$ cat src/rtl/seg7_scan_driver_if.sv
// Conversion request/status bundle for the 7-segment scan driver.
// Master drives the value to display; slave reports engine status.
interface seg7_scan_driver_if #(
   parameter int BIN_W = 14
) ();
   logic             load;
   logic [BIN_W-1:0] bin_in;
   logic             busy;
   logic             done;
   logic             overflow;

   modport master (
      output load, bin_in,
      input  busy, done, overflow
   );

   modport slave (
      input  load, bin_in,
      output busy, done, overflow
   );
endinterface

$ cat src/rtl/seg7_scan_driver.sv
// Binary to BCD (double-dabble) converter feeding a multiplexed
// 7-segment scanner with leading-zero blanking and overflow dashes.
module seg7_scan_driver #(
   parameter int DIGITS     = 4,
   parameter int BIN_W      = 14,
   parameter int SCAN_DIV   = 1000,
   parameter int ACTIVE_LOW = 0
) (
   input  logic              clk,
   input  logic              rst_n,
   seg7_scan_driver_if.slave bus,
   output logic [6:0]        seg,
   output logic [DIGITS-1:0] an
);

   localparam int BCD_W = 4 * DIGITS + 4;
   localparam int DSP_W = 4 * DIGITS;
   localparam int CNT_W = $clog2(BIN_W + 1);
   localparam int PS_W  = (SCAN_DIV > 1) ? $clog2(SCAN_DIV) : 1;
   localparam int IX_W  = (DIGITS > 1) ? $clog2(DIGITS) : 1;
   localparam logic POL = (ACTIVE_LOW != 0);

   localparam logic [1:0] S_IDLE = 2'd0;
   localparam logic [1:0] S_CONV = 2'd1;
   localparam logic [1:0] S_DONE = 2'd2;

   function automatic logic [31:0] max_val();
      logic [31:0] v;
      v = 32'd1;
      for (int i = 0; i < DIGITS; i++) v = v * 32'd10;
      return v - 32'd1;
   endfunction

   localparam logic [31:0] MAX_VAL = max_val();

   logic [1:0]       state;
   logic [CNT_W-1:0] cnt;
   logic [BIN_W-1:0] sh;
   logic [BCD_W-1:0] bcd;
   logic [BCD_W-1:0] adj;
   logic             ov_c;
   logic             ov;
   logic [DSP_W-1:0] disp;
   logic [PS_W-1:0]  presc;
   logic [IX_W-1:0]  idx;

   assign bus.busy     = (state != S_IDLE);
   assign bus.done     = (state == S_DONE);
   assign bus.overflow = ov;

   always_comb begin
      adj = '0;
      for (int n = 0; n <= DIGITS; n++) begin
         if (bcd[4*n +: 4] >= 4'd5)
            adj[4*n +: 4] = bcd[4*n +: 4] + 4'd3;
         else
            adj[4*n +: 4] = bcd[4*n +: 4];
      end
   end

   always_ff @(posedge clk or negedge rst_n) begin
      if (!rst_n) begin
         state <= S_IDLE;
         cnt   <= '0;
         sh    <= '0;
         bcd   <= '0;
         ov_c  <= 1'b0;
         ov    <= 1'b0;
         disp  <= '0;
      end else begin
         case (state)
            S_IDLE: begin
               if (bus.load) begin
                  sh    <= bus.bin_in;
                  bcd   <= '0;
                  cnt   <= '0;
                  ov_c  <= {{(32-BIN_W){1'b0}}, bus.bin_in} > MAX_VAL;
                  state <= S_CONV;
               end
            end
            S_CONV: begin
               if (cnt == CNT_W'(BIN_W)) begin
                  disp  <= bcd[DSP_W-1:0];
                  ov    <= ov_c;
                  state <= S_DONE;
               end else begin
                  {bcd, sh} <= {adj, sh} << 1;
                  cnt       <= cnt + 1'b1;
               end
            end
            S_DONE:  state <= S_IDLE;
            default: state <= S_IDLE;
         endcase
      end
   end

   always_ff @(posedge clk or negedge rst_n) begin
      if (!rst_n) begin
         presc <= '0;
         idx   <= '0;
      end else if (presc == PS_W'(SCAN_DIV - 1)) begin
         presc <= '0;
         if (idx == IX_W'(DIGITS - 1))
            idx <= '0;
         else
            idx <= idx + 1'b1;
      end else begin
         presc <= presc + 1'b1;
      end
   end

   logic [DIGITS:0] zero_hi;
   logic [3:0]      nib;
   logic            blank;
   logic [6:0]      seg_n;

   // zero_hi[i]: digit i and everything above it is zero
   always_comb begin
      zero_hi         = '0;
      zero_hi[DIGITS] = 1'b1;
      for (int i = DIGITS - 1; i >= 0; i--)
         zero_hi[i] = zero_hi[i+1] && (disp[4*i +: 4] == 4'd0);
      nib   = 4'd0;
      blank = 1'b0;
      for (int i = 0; i < DIGITS; i++) begin
         if (IX_W'(i) == idx) begin
            nib   = disp[4*i +: 4];
            blank = (i > 0) && zero_hi[i];
         end
      end
   end

   always_comb begin
      seg_n = 7'b0000000;
      if (ov) begin
         seg_n = 7'b0000001;
      end else if (!blank) begin
         case (nib)
            4'd0:    seg_n = 7'b1111110;
            4'd1:    seg_n = 7'b0110000;
            4'd2:    seg_n = 7'b1101101;
            4'd3:    seg_n = 7'b1111001;
            4'd4:    seg_n = 7'b0110011;
            4'd5:    seg_n = 7'b1011011;
            4'd6:    seg_n = 7'b1011111;
            4'd7:    seg_n = 7'b1110000;
            4'd8:    seg_n = 7'b1111111;
            4'd9:    seg_n = 7'b1111011;
            default: seg_n = 7'b0000000;
         endcase
      end
   end

   always_ff @(posedge clk or negedge rst_n) begin
      if (!rst_n) begin
         seg <= 7'b1111110 ^ {7{POL}};
         an  <= DIGITS'(1) ^ {DIGITS{POL}};
      end else begin
         seg <= seg_n ^ {7{POL}};
         an  <= (DIGITS'(1) << idx) ^ {DIGITS{POL}};
      end
   end

endmodule
$ cat src/flat_wrapper.sv
// flat-port wrapper written by rule: the top's interface ports become plain ports
module seg7_scan_driver_flat 
#(
   parameter int DIGITS     = 4,
   parameter int BIN_W      = 14,
   parameter int SCAN_DIV   = 1000,
   parameter int ACTIVE_LOW = 0
)
  (clk, rst_n, seg, an, bus_load, bus_bin_in, bus_busy, bus_done, bus_overflow);
  seg7_scan_driver_if #(.BIN_W(BIN_W)) bus_i ();
  input  logic clk;
  input  logic rst_n;
  output logic [6:0] seg;
  output logic [DIGITS-1:0] an;
  input wire logic [$bits(bus_i.load)-1:0] bus_load;
  input wire logic [$bits(bus_i.bin_in)-1:0] bus_bin_in;
  output wire logic [$bits(bus_i.busy)-1:0] bus_busy;
  output wire logic [$bits(bus_i.done)-1:0] bus_done;
  output wire logic [$bits(bus_i.overflow)-1:0] bus_overflow;
  assign bus_i.load = bus_load;
  assign bus_i.bin_in = bus_bin_in;
  assign bus_busy = bus_i.busy;
  assign bus_done = bus_i.done;
  assign bus_overflow = bus_i.overflow;
  seg7_scan_driver #(.DIGITS(DIGITS), .BIN_W(BIN_W), .SCAN_DIV(SCAN_DIV), .ACTIVE_LOW(ACTIVE_LOW)) u_core (.clk(clk), .rst_n(rst_n), .bus(bus_i), .seg(seg), .an(an));
endmodule
$ cat config.mk
export PLATFORM = sky130hd
export DESIGN_NAME = seg7_scan_driver_flat
export DESIGN_NICKNAME = d
export VERILOG_FILES = /design/src/rtl/seg7_scan_driver_if.sv /design/src/rtl/seg7_scan_driver.sv /design/src/flat_wrapper.sv
export SDC_FILE = /design/constraint.sdc
export NUM_CORES = 1
export LEC_CHECK = 0
export CORE_ASPECT_RATIO = 0.8
export CORE_MARGIN = 5
export CORE_UTILIZATION = 60
export CTS_BUF_LIST = sky130_fd_sc_hd__clkbuf_4 sky130_fd_sc_hd__clkbuf_8 sky130_fd_sc_hd__clkbuf_16
export DETAILED_ROUTE_END_ITERATION = 8
export DONT_BUFFER_PORTS = 1
export PLACE_DENSITY = 0.76
export SYNTH_ARGS = -nofsm -noshare
export SYNTH_HDL_FRONTEND = slang
export SYNTH_SLANG_ARGS = --single-unit
$ cat constraint.sdc
create_clock -name clk -period 2.6 [get_ports clk]
set_input_delay 0.78 -clock clk [delete_from_list [all_inputs] [get_ports clk]]
set_output_delay 0.78 -clock clk [all_outputs]
set_load 0.01 [all_outputs]
== Word-level counts from Yosys, hierarchy flattened ==
Memories as Yosys holds them, arrays and structs flattened.
Cells that the tools add are included.

* Input port bits: 17
* Memories kept: 1
* Output and inout bits: 14
* Register bits: 81
* Logic and storage cells: 79
* ROM bits: 112

* Reductions and logical operators: 13
* Multiplexer cells: 28
* Equal/unequal tests: 11
* Magnitude comparators: 6
* Add/subtract/negate cells: 8
* Shift-type cells: 1

{| class="wikitable"
|+ Memory list
! name !! words !! bits a word !! rd ports !! clocked after Yosys merged registers in !! wr ports !! RTL line !! text
|-
| (name not given) || 16 || 7 || 1 || 0 || 0 || seg7_scan_driver.sv:138 || <nowiki>case (nib)</nowiki>
|}

{| class="wikitable"
|+ Operators with widths
! operator !! count
|-
| 20-bit two-way mux || 2
|-
| 4-bit two-way mux || 10
|-
| 20-bit one-hot mux with 2 select lines || 1
|-
| 14-bit two-way mux || 2
|-
| 14-bit one-hot mux with 2 select lines || 1
|-
| 4-bit by 3-bit greater-or-equal comparator with 1-bit output (second input constant) || 5
|-
| 4-bit by 2-bit adder with 4-bit output (second input constant) || 4
|-
| 14-bit greater-than comparator (second input constant) || 1
|-
| 7-bit two-way mux || 2
|-
| 4-bit logical NOT || 3
|-
| 10-bit by 1-bit adder with 10-bit output (second input constant) || 1
|-
| 10-bit equality test (second input constant) || 1
|-
| 10-bit two-way mux || 1
|-
| 4-bit one-hot mux with 2 select lines || 1
|-
| 2-bit two-way mux || 3
|-
| 2-bit AND reduction || 3
|-
| 4-bit by 1-bit adder with 4-bit output (second input constant) || 1
|-
| 2-bit equality test (first input constant) || 2
|-
| 2-bit equality test (second input constant) || 2
|-
| 4-bit equality test (second input constant) || 1
|-
| 2-bit logical NOT || 2
|-
| 2-bit inequality test (second input constant) || 2
|-
| 2-bit one-hot mux with 2 select lines || 1
|-
| 2-bit nonzero test || 2
|-
| 10 further kinds || 13
|}

== Logic depth before layout (Yosys ltp) ==
* Word-level depth: 8
* Depth in mapped cells: 10
* Depth with buffers taken out: 9

== Worst setup path after synthesis ==
OpenSTA, ideal clock, no wires.

* Path kind: reg-to-reg
* Start point: reg u_core.idx[0]
* End point: reg u_core.seg[2]
* Cell stages (with the launch flop): 8
* Path buffers: 0
* Data arrival time: 2,085 ps
* Setup time: 79 ps
* Required time: 2,521 ps
* Path slack: 435 ps
* Clock period less this slack: 2,165 ps
* Cell sequence: dfrtp_1 ha_1 nand2b_1 o221ai_1 inv_1 ha_1 mux2_2 a22o_1

* Cells in the longest elaborated chain, start to end: 8
* Elaborated cells between the ends (all ways): 14
* Classes of those cells: 3 x eq/ne; 9 x mux; 1 x reduce/logical; 1 x memory

{| class="wikitable"
|+ Ends and longest elaborated chain
! what !! RTL line !! text
|-
| start, declared || seg7_scan_driver.sv:45 || <nowiki>logic [IX_W-1:0] idx;</nowiki>
|-
| start signal, assigned || seg7_scan_driver.sv:106 || <nowiki>idx <= idx + 1'b1;</nowiki>
|-
| 2-bit logical NOT || seg7_scan_driver.sv:126 || <nowiki>if (IX_W'(i) == idx) begin</nowiki>
|-
| 4-bit two-way mux (4 in series) || seg7_scan_driver.sv:126 ||
|-
| memory read 16 x 7 bit || - ||
|-
| 7-bit two-way mux (*) || seg7_scan_driver.sv:137 || <nowiki>end else if (!blank) begin</nowiki>
|-
| 7-bit two-way mux (*) || seg7_scan_driver.sv:135 || <nowiki>if (ov) begin</nowiki>
|-
| named net u_core.seg_n[2] || seg7_scan_driver.sv:115 || <nowiki>logic [6:0] seg_n;</nowiki>
|-
| end signal, assigned || seg7_scan_driver.sv:156 || <nowiki>seg <= 7'b1111110 ^ {7{POL}};</nowiki>
|-
| end signal, assigned || seg7_scan_driver.sv:159 || <nowiki>seg <= seg_n ^ {7{POL}};</nowiki>
|-
| end, declared || seg7_scan_driver.sv:12 || <nowiki>output logic [6:0] seg,</nowiki>
|}

Mark *: on every way through the listed nets, which the timed path passes. The rest lies on a longest branch.
A chain may end at the register's enable or synchronous reset.

== Worst setup path after layout ==
* Start point: reg u_core.idx[1]
* End point: reg u_core.seg[1]

The elaborated chain is that of the path after synthesis.

==> flow_summary_export.csv <==
group,metric,value,unit
place,pre_cts_ws,0.1641,ns
clock_tree,clockBufferDepth,2,
grt,overflow,0,
critical_path,crit_type,"reg -> reg",
cells_and_area,fillers,503,
pwr,finalPower,4.779,mW
drt,drc,0,
grt,grt_util_all_layers,19.31,%
timing,final.setup_skew,0.01135,ns
critical_path,cp_slowest_cell,"nor3_1",
drt,first_pass_iters,4,
timing,final-setup-viol-count,0,
drt,postRouteAntennaNets,0,
pwr,power.leakage,1.824,nW
clock_tree,cts.htree.levels,3,
clock_tree,cts_setup_buffers,0,
yosys,yosys-top-cells-area,"dfrtp_1 46%, ha_1 6.6%, mux2_2 5.7%, dfstp_2 4.9%, nand2_1 4.7%",
place,dpl.hpwl,4785,um
timing,clock.fmax,0.4417,GHz
yosys,async_flop_share,100.0,%
yosys,synth_cell_types,49,
critical_path,slowest_delay,0.42,ns
critical_path,crit_family,"simple AND/OR/NAND/NOR gates",
timing,slew_headroom,64.73,%
cells_and_area,fin_area,4040,sq um
timing,fin_crit_sh,87.07,%
floorplanning,dieArea,8000,sq um
yosys,ys_ff_latch,77,
clock_tree,clock_sinks,77,
cells_and_area,seq_area,1936,sq um
critical_path,rr_startpoint,"u_core.idx[1]",
clock_tree,clock_latency,0.34,ns
drt,routed.top_layer,"met4",
yosys,syn_avg_cell_area,10.39,sq um
drt,wirelength,6925,um
critical_path,worstPathBufferInverterCount,1,
grt,grt_max_degree,78,
timing,drv_slew,0,
yosys,synth_area,3781,sq um
drt,avgViaCountPerCell,5.742,
floorplanning,start_util,62.96,%
floorplanning,rows,25,
yosys,yosys.area.top_type,"dfrtp_1",
cells_and_area,nNetsFinal,404,
timing,fin_ws,0.3362,ns
yosys,synth_seq_area_share,51.19,%
critical_path,crit_path_max_fanout,10,
drt,via_count,2601,
place,portBuffers,0,
yosys,synth_common_cells,"70 x dfrtp_1, 47 x nand2_1, 37 x nor2_1",
drt,drt-met1-wl,3339,um
yosys,ys_warn_count,0,
clock_tree,cts_root_buf,"clkbuf_8",
critical_path,reg2reg_depth,7,
grt,antenna_found_initial,0,
timing,hold_viol_final,0,
yosys,synth_flop_cell,"dfrtp_1",
cells_and_area,layout-drive-gt1-share,14.25,%
clock_tree,cts_tree,"yes",
timing,grt_setup_unrepaired,"no",
yosys,syn-num-nets,401,
grt,grt_pass1_vias,2573,
drt,wl_per_cell,15.29,um
timing,worst_pin_slew,0.5157,ns
pwr,ir_drop,0.6031,mV
place,placed_area,3841,sq um
critical_path,r2r_slack,0.34,ns
yosys,synth.most_common_cell,"dfrtp_1",
yosys,synth_edf_count,0,
critical_path,required,2.87,ns
clock_tree,numCtsBuffers,9,
critical_path,arrival,2.53,ns
clock_tree,clkSlewWorstSetupHoldPaths,0.08,ns
status,status,"complete, no violations",
drt,route.met2.wl,3189,um
floorplanning,io_pins,31,
drt,route.met3.wl,324,um
hold_path,hold_path_class,"in -> async",
critical_path,startpoint_type,"flop",
grt,grt_pass1_wl,12220,um
critical_path,reg2reg_to,"u_core.seg[1]",
timing,finalSetupTns,0,ns
critical_path,crit_path_end_kind,"flop",
job,maxCapViolCount,0,
yosys,yosys.area.top_type_share,46.33,%
floorplanning,die_h,81.01,um
floorplanning,core,6006,sq um
critical_path,worstPathCellList,"inv_1 -> ha_1 -> nor4b_1 -> a2111oi_0 -> nor3_1 -> and4b_1 -> a21o_1",
floorplanning,die_w,98.76,um
cells_and_area,area_delta_synth_final,6.850,%
cells_and_area,antenna_cells,0,
yosys,synthCells,364,
place,gp_congestion,0.7845,
timing,layout_min_cycle_time,2.264,ns
drt,drt_iter0_drc,172,
pwr,power_density,1183,nW/um^2
cells_and_area,multi_input_area,1697,sq um
## registers in the layout, summed over array words and instances, names as in the netlist
signal / cells
u_core.sh: 14
u_core.idx: 2
u_core.state: 2
u_core.presc: 10
u_core.an: 4
u_core.seg: 7
u_core.bcd: 16
u_core.ov_c: 1
u_core.cnt: 4
u_core.bus.overflow: 1
u_core.disp: 16
## logic make-up (layout without fill, tap and decap cells)
family,count (synthesis),count (layout),synth area share (%)
flops,77,77,51.19
buf+inv,32,40,4.103
mux,21,21,6.188
fa+ha+maj,20,20,6.618
simple gates,124,124,15.49
xor+xnor,14,14,3.243
compound gates,76,76,13.17
## metrics by stage
step                hold WS (ns)  cells  util, %
finish                    0.1252    453    67.27
global route             0.08731    453    67.27
CTS                       0.1082    453    67.17
detailed placement        0.4506    437    63.96
global placement          0.4496    437    63.96
floorplan                 0.4329    364        -
## how the worst max path moves through the flow
stage,from,to,depth (start not counted)
final,u_core.idx[1],u_core.seg[1],7
after global routing,u_core.idx[1],u_core.seg[1],7
after CTS,u_core.idx[0],u_core.seg[2],7
after detailed placement,u_core.idx[0],u_core.seg[2],7
after global placement,u_core.idx[0],u_core.seg[2],7
after floorplan,u_core.idx[0],u_core.seg[2],7
## cells in the final DEF (no fill, tap or decap), types with 2 or more instances in the layout
master    synthesis  routed
dfrtp_1          70      70
nand2_1          47      47
nor2_1           37      37
ha_1             20      20
mux2_2           19      19
inv_1            18      18
a21oi_1          17      17
a31oi_1          14      14
clkbuf_8          0      12
o21ai_0          11      11
o22ai_1           8       8
xnor2_1           8       8
nand2b_1          7       7
nand3_1           7       7
dfstp_2           7       7
xor2_1            6       6
buf_4             2       5
o211ai_1          4       4
nor4_1            4       4
a21o_1            4       4
o31ai_1           4       4
a32o_1            4       4
nor3_1            3       3
nor2b_1           3       3
nor3b_1           3       3
clkbuf_4          0       3
nand3b_1          2       2
mux2i_1           2       2
a22o_1            2       2
nand4_1           2       2
## timing repair
| action | 4_1_cts | 5_1_grt |
|---|---|---|
| endpoints found under the setup margin | 0 | 1 |
| hold buffers | 0 | 0 |
| resized for setup | 0 | 1 |
## cell type report
class | count | share of cell area [%]
repair buffers | 5 | 0.9291
inverters | 19 | 1.889
clock inverters | 1 | 0.1239
flip-flops and latches | 77 | 47.91
clock buffers | 15 | 4.645
multi-input cells | 255 | 41.99
well taps | 81 | 2.509
## layer usage
layer | up-vias | track usage [%]
met4 | 0 | 5.593
li1 | 1284 | -
met3 | 6 | 5.751
met2 | 44 | 30.29
met1 | 1267 | 26.27
met5 | - | 0
## where the power goes
group | switching, mW | internal, mW | total, mW
Sequential | 0.374 | 1.69 | 2.06
Combinational | 1.02 | 0.844 | 1.86
Clock | 0.397 | 0.457 | 0.854
Note: power is estimated with default switching activity, not from simulation.
